[src/rtl/pipe_hazard_ctrl.sv]
// Hazard/stall controller for the 5-stage pipeline: register enables and bubbles,
// ID-stage forwarding selects, data-memory wait sequencing with timeout, stall counter.
module pipe_hazard_ctrl #(
  parameter int unsigned MEM_TIMEOUT = 15,
  parameter int unsigned CNT_W       = 32
) (
  input  logic             clock,
  input  logic             reset_0,
  input  logic [4:0]       rs_id,
  input  logic [4:0]       rt_id,
  input  logic             use_rs_id,
  input  logic             use_rt_id,
  input  logic [4:0]       rw_ex,
  input  logic             wreg_ex,
  input  logic             m2reg_ex,
  input  logic [4:0]       rw_me,
  input  logic             wreg_me,
  input  logic             m2reg_me,
  input  logic             mem_req_me,
  input  logic             mem_ack,
  input  logic [4:0]       rw_wb,
  input  logic             wreg_wb,
  input  logic             redirect_ex,
  output logic             en_pc,
  output logic             en_ifid,
  output logic             en_idex,
  output logic             en_exme,
  output logic             en_mewb,
  output logic             bubble_ifid,
  output logic             bubble_idex,
  output logic             bubble_mewb,
  output logic [1:0]       fwd_a,
  output logic [1:0]       fwd_b,
  output logic             mem_err,
  output logic [CNT_W-1:0] stall_cnt
);

  typedef enum logic [0:0] {RUN = 1'b0, MWAIT = 1'b1} state_t;

  localparam logic [7:0] TIMEOUT_C = 8'(MEM_TIMEOUT);

  state_t           state_r, state_nxt_s;
  logic [7:0]       wait_cnt_r, wait_cnt_nxt_s;
  logic             mem_err_r, err_set_s;
  logic [CNT_W-1:0] stall_cnt_r;
  logic             timeout_s, mstall_s, luse_s;

  // ME has priority over WB; register 0 is hardwired and never forwarded.
  function automatic logic [1:0] fwd_sel_f(
    input logic [4:0] r, input logic wme, input logic [4:0] rme, input logic lme,
    input logic wwb, input logic [4:0] rwb
  );
    logic [1:0] sel;
    if (r == 5'd0) begin
      sel = 2'b00;
    end else if (wme && (rme == r)) begin
      sel = lme ? 2'b10 : 2'b01;
    end else if (wwb && (rwb == r)) begin
      sel = 2'b11;
    end else begin
      sel = 2'b00;
    end
    return sel;
  endfunction

  assign timeout_s = (state_r == MWAIT) && (wait_cnt_r == TIMEOUT_C);
  assign mstall_s  = mem_req_me && !mem_ack && !timeout_s;
  assign luse_s    = wreg_ex && m2reg_ex && (rw_ex != 5'd0) &&
                     ((use_rs_id && (rs_id == rw_ex)) || (use_rt_id && (rt_id == rw_ex)));

  // State, wait counter, sticky error flag and saturating stall counter.
  always_ff @(posedge clock or negedge reset_0) begin
    if (!reset_0) begin
      state_r     <= RUN;
      wait_cnt_r  <= 8'd0;
      mem_err_r   <= 1'b0;
      stall_cnt_r <= '0;
    end else begin
      state_r    <= state_nxt_s;
      wait_cnt_r <= wait_cnt_nxt_s;
      if (err_set_s) begin
        mem_err_r <= 1'b1;
      end
      if (!en_pc && (stall_cnt_r != {CNT_W{1'b1}})) begin
        stall_cnt_r <= stall_cnt_r + {{(CNT_W-1){1'b0}}, 1'b1};
      end
    end
  end

  // Next-state logic for the memory wait sequencer.
  always_comb begin
    state_nxt_s    = state_r;
    wait_cnt_nxt_s = wait_cnt_r;
    err_set_s      = 1'b0;
    case (state_r)
      RUN: begin
        if (mem_req_me && !mem_ack) begin
          state_nxt_s    = MWAIT;
          wait_cnt_nxt_s = 8'd1;
        end else begin
          state_nxt_s    = RUN;
          wait_cnt_nxt_s = 8'd0;
        end
      end
      MWAIT: begin
        if (!mem_req_me || mem_ack) begin
          state_nxt_s    = RUN;
          wait_cnt_nxt_s = 8'd0;
        end else if (timeout_s) begin
          state_nxt_s    = RUN;
          wait_cnt_nxt_s = 8'd0;
          err_set_s      = 1'b1;
        end else begin
          state_nxt_s    = MWAIT;
          wait_cnt_nxt_s = wait_cnt_r + 8'd1;
        end
      end
      default: begin
        state_nxt_s    = RUN;
        wait_cnt_nxt_s = 8'd0;
      end
    endcase
  end

  // Pipeline controls: mstall > redirect > load-use > normal; all quiet in reset.
  always_comb begin
    en_pc       = 1'b0;
    en_ifid     = 1'b0;
    en_idex     = 1'b0;
    en_exme     = 1'b0;
    en_mewb     = 1'b0;
    bubble_ifid = 1'b0;
    bubble_idex = 1'b0;
    bubble_mewb = 1'b0;
    fwd_a       = 2'b00;
    fwd_b       = 2'b00;
    if (!reset_0) begin
      en_pc = 1'b0;
    end else begin
      fwd_a = fwd_sel_f(rs_id, wreg_me, rw_me, m2reg_me, wreg_wb, rw_wb);
      fwd_b = fwd_sel_f(rt_id, wreg_me, rw_me, m2reg_me, wreg_wb, rw_wb);
      if (mstall_s) begin
        en_mewb     = 1'b1;
        bubble_mewb = 1'b1;
      end else if (redirect_ex) begin
        {en_pc, en_ifid, en_idex, en_exme, en_mewb} = 5'b11111;
        bubble_ifid = 1'b1;
        bubble_idex = 1'b1;
      end else if (luse_s) begin
        {en_idex, en_exme, en_mewb} = 3'b111;
        bubble_idex = 1'b1;
      end else begin
        {en_pc, en_ifid, en_idex, en_exme, en_mewb} = 5'b11111;
      end
    end
  end

  assign mem_err   = mem_err_r;
  assign stall_cnt = stall_cnt_r;

endmodule

[config.mk]
export PLATFORM = sky130hd
export DESIGN_NAME = pipe_hazard_ctrl
export DESIGN_NICKNAME = d
export VERILOG_FILES = /design/src/rtl/pipe_hazard_ctrl.sv
export SDC_FILE = /design/constraint.sdc
export NUM_CORES = 1
export LEC_CHECK = 0
export CAP_MARGIN = 40
export CORE_MARGIN = 2
export CORE_UTILIZATION = 51
export DETAILED_ROUTE_END_ITERATION = 10
export PLACE_DENSITY_LB_ADDON = 0.12
export SYNTH_ARGS = -nofsm -noshare
export SYNTH_HDL_FRONTEND = slang
export SYNTH_SLANG_ARGS = --single-unit
[constraint.sdc]
create_clock -name clock -period 6.22 [get_ports clock]
set_clock_uncertainty 0.15 [all_clocks]
set_input_delay 1.244 -clock clock [delete_from_list [all_inputs] [get_ports clock]]
set_output_delay 1.244 -clock clock [all_outputs]
set_load 0.03 [all_outputs]
# Word level (Yosys, flattened, before mapping)
# Index checks and enable logic that the tools add are counted.
[op_classes] n_eq_ne=8 add_sub_neg=2 n_reduce_logical=22 bitwise_logic=1 mux=36
[ops] cell="$add 32x1->32 const B" count=1
[ops] cell="$ne 32x32->1 const B" count=1
[ops] cell="$eq 5x5->1" count=6
[ops] cell="$mux 1" count=23
[ops] cell="$mux 2" count=9
[ops] cell="$mux 8" count=2
[ops] cell="$pmux 8 s2" count=1
[ops] cell="$logic_and 1x1->1" count=13
[ops] cell="$logic_not 5->1" count=2
[ops] cell="$add 8x1->8 const B" count=1
[ops] cell="$eq 8x4->1 const B" count=1
[ops] cell="$reduce_bool 5->1" count=1
[ops] cell="$logic_not 1->1" count=4
[ops] cell="$logic_or 1x1->1" count=2
[ops] cell="$pmux 1 s2" count=1
[ops] cell="$not 1->1" count=1
[totals] reg_bits=42 inputBits=37

# Longest topological paths before layout
[logic_depth] ltp_word=10 depth_mapped=8 mapped_depth_nobuf=7

# Least setup slack after synthesis
# OpenSTA, ideal clock, no wires.
[synth_path] path_kind="input to output" from="in rw_ex[1]" to="out en_pc" t_arrival_ps=2572 cell_stages=6 required_time_ps=4826 path_slack_ps=2254 cell_sequence="or4_1 nor2_1 nor3_1 a21boi_4 buf_4 buf_4"
[synth_between] elab_chain_len=8 elab_cells_between_ends=12 classes_between="eq/ne (2); mux (4); reduce/logical (6)"
[synth_lines] item="start: declaration" line="13" text="input logic [4:0] rw_ex,"
[synth_lines] item="$eq 5x5->1" line="69" text="((use_rs_id && (rs_id == rw_ex)) || (use_rt_id && (rt_id == rw_ex)));"
[synth_lines] item="$logic_and 1x1->1" line="69"
[synth_lines] item="$logic_or 1x1->1" line="69"
[synth_lines] item="$logic_and 1x1->1 *" line="68" text="assign luse_s = wreg_ex && m2reg_ex && (rw_ex != 5'd0) &&"
[synth_lines] item="$mux 1 * (4 in series)"
[synth_lines] item="end: declaration" line="24" text="output logic en_pc,"
# Mark *: on every way between the ends. The rest lies on a longest branch, timed or not.

# Worst setup path in the final report
[layout_path] from="in rw_ex[1]" to="out en_pc"
[layout_between] elab_chain_len=8 elab_cells_between_ends=12 classes_between="eq/ne (2); mux (4); reduce/logical (6)"
[layout_lines] item="$eq 5x5->1" line="69"
[layout_lines] item="$logic_and 1x1->1" line="69"
[layout_lines] item="$logic_or 1x1->1" line="69"
[layout_lines] item="$logic_and 1x1->1 *" line="68"
[layout_lines] item="$mux 1 *" line="149" text="end else if (luse_s) begin"
[layout_lines] item="$mux 1 *" line="145" text="end else if (redirect_ex) begin"
[layout_lines] item="$mux 1 *" line="142" text="if (mstall_s) begin"
[layout_lines] item="$mux 1 *" line="137" text="if (!reset_0) begin"
# Marked as above.

==> flow_summary.yaml <==
yosys:
  netlist-cell-type-count: 39
  synth_top_area_frac: 0.398
  yosysSeqAreaShare: 0.398
  syn_area_per_cell_um2: 10.0
  yosysWarnings: 0
  synthMostInstantiatedCell: "xor2_1"
  synth_edf_count: 0
  synth_ff_type: "dfrtp_1"
  synthesis.nets: 303
  synth_common_cells: "xor2_1, dfrtp_1, nand2_1, nor2_1, xnor2_1"
  syn_inst: 264
  syn_area_um2: 2640
  synth_seq_cells: 42
  yosysTopAreaCell: "dfrtp_1"
  synthTopCellsByArea: "dfrtp_1, xor2_1, xnor2_1, nand2_1, nor3_1"
  async_flop_share: 1.00
place:
  io_buffers: 81
  dp.cells: 407
  placed_cell_area_um2: 3480
  hpwl_mm: 4.44
  gp_congestion: 0.831
detailed_routing:
  drc: 0
  drt_first_pass_iters: 4
  wirelength_mm: 6.07
  viasPerCell: 5.32
  drt-initial-drc-count: 95
  wl_per_cell_um: 14.6
  drtAntennaViolNets: 0
  via_count: 2206
status:
  status: "completed"
layout:
  fin_cells: 415
  fillCellCount: 390
  finalInstanceArea_um2: 3570
  seq_area_um2: 1050
  multi_input_area_um2: 1500
  n_antenna_cell: 0
  layout-drive-gt1-share: 0.0696
  area_delta_synth_final_pct: 35.2
  fin_nets: 383
clock_tree:
  htreeDepth: 2
  cts_resized: 0
  cts_sinks: 42
  postCtsSetupBuffers: 0
  clock_latency_ps: 300
  cts_tree: "built"
  clkTransAtPathRegs_ps: 80
  clockBufferDepth: 2
  cts_hold_buf: 0
  numCtsBuffers: 5
  cts_root_buf: "clkbuf_8"
critical_path:
  start_kind: "input port"
  path_max_fanout: 19
  crit_arrival_ps: 3790
  r2r_start: "wait_cnt_r[4]$_DFF_PN0_"
  cp_data_required_time_ps: 4830
  cp-startpoint: "rw_ex[1]"
  cp-end-kind: "output port"
  crit_type: "input port to output port"
power:
  peakVddDrop_uv: 311
  p_leak_nw: 1.43
  powerDensity_nw_per_um2: 256
worst_hold_path:
  min_path_type: "flop to flop"
  min-delay-start: "mem_err$_DFFE_PN0P_"
sta:
  setup_viol_count_final: 0
  slew_headroom: 0.618
  rsz0062_at_grt: "false"
  worst_pin_slew_ps: 572
  layout_worst_path_cycle_share: 0.834
  hold_viol_final: 0
  hold-worst-slack_ps: 332
  max_freq_mhz: 193
  finalCriticalPeriod_ps: 5190
  slew_violations: 0
  final.setup.tns_ps: 0
floorplan:
  die-area_um2: 5770
  fp-row-count: 26
  core_area_um2: 5040
  start_util: 0.524
  ios: 82
  die_x_um: 76.0
  dieHeight_um: 76.0
global_route:
  grt_max_degree: 47
  antenna_found_initial: 0
  grt_overflow: 0
  grtUsageTotal: 0.222
  grt_pass1_wl_mm: 10.5
  grt_pass1_vias: 2125
flow_run:
  max-cap-violations: 0
-- layout make-up --
type / count / area share
clock inverter: 2 / 0.00350
sequential: 42 / 0.294
multi-input combinational: 207 / 0.419
timing repair buffer: 84 / 0.232
tap: 70 / 0.0245
clock buffer: 6 / 0.0231
inverter: 4 / 0.00420
-- through the flow --
| stage | setup WS [ps] | power (W) | utilization |
|---|---|---|---|
| finish | 1030 | 0.000914 | 0.708 |
| CTS | 1030 | 0.000926 | 0.708 |
| global placement | 1060 | 0.000733 | 0.690 |
| floorplan | 2250 | 0.000580 | - |
| detailed placement | 1030 | 0.000738 | 0.690 |
| global route | 913 | 0.000967 | 0.708 |
-- routing by layer --
metal  vias up  track usage  wire length (µm)  share of wire
met3         7       0.0509               355          0.058
li1       1084            -                 -              -
met2        66        0.339              2760           0.46
met1      1049        0.318              2880           0.48
met5         -            0                 0              0
met4         0       0.0691                67          0.011
-- path summary, 6_finish.rpt --
check	endpoint	slack, ps	cells past startpoint
worst max-delay path	en_pc	1030	6
worst min-delay path	mem_err$_DFFE_PN0P_	330	1
worst max register to register	stall_cnt[1]$_DFFE_PN0P_	3490	7
worst min register to register	mem_err$_DFFE_PN0P_	330	1
max in group asynchronous	stall_cnt[5]$_DFFE_PN0P_	4660	2
min in group asynchronous	stall_cnt[31]$_DFFE_PN0P_	880	2
-- kinds of logic (layout without fill, tap and decap cells) --
group,count (synthesis),after routing,synth area share
adders and majority gates,2,2,0.00947
DFF,42,42,0.398
buffers and inverters,15,96,0.0365
muxes,6,6,0.0232
AOI/OAI and AO/OA,8,8,0.0289
xor gates and xnor gates,66,66,0.219
and+or+nand+nor,125,125,0.286
-- critical path: stages --
cell and delay, ps:
clkdlybuf4s50_1 470, or4_1 540, nor2_1 160, nor3_1 100, a21boi_4 490, clkdlybuf4s50_1 780
-- sequential cells by signal, summed over array words and instances, names as in the netlist --
register and count:
state_r 1, mem_err 1, wait_cnt_r 8, stall_cnt 32
-- cell usage in the layout, fill, tap and decap left out, types with 2 or more instances in the layout --
| cell | netlist | final |
|---|---|---|
| nor2b_1 | 2 | 2 |
| nor4_2 | 2 | 2 |
| inv_1 | 4 | 4 |
| nand3_1 | 11 | 11 |
| ha_1 | 2 | 2 |
| and4_1 | 5 | 5 |
| nor4_1 | 11 | 11 |
| buf_4 | 8 | 3 |
| and3_1 | 9 | 9 |
| and2_1 | 4 | 4 |
| dfrtp_1 | 42 | 42 |
| nor2_1 | 19 | 19 |
| xnor2_1 | 18 | 18 |
| or4_1 | 4 | 4 |
| nor4b_2 | 2 | 2 |
| nand4_1 | 8 | 8 |
| nand2_1 | 22 | 22 |
| clkbuf_8 | 0 | 6 |
| mux2i_1 | 5 | 5 |
| clkdlybuf4s50_1 | 0 | 80 |
| nor3b_1 | 2 | 2 |
| o21ai_0 | 2 | 2 |
| xor2_1 | 48 | 48 |
| nor3_1 | 16 | 16 |
-- power by group --
| part | internal [W] | total [W] | switching, W |
|---|---|---|---|
| Sequential | 0.000321 | 0.000385 | 0.0000639 |
| Clock | 0.0000892 | 0.000182 | 0.0000929 |
| Combinational | 0.000156 | 0.000348 | 0.000192 |
Note: power is estimated with default switching activity, not from simulation.
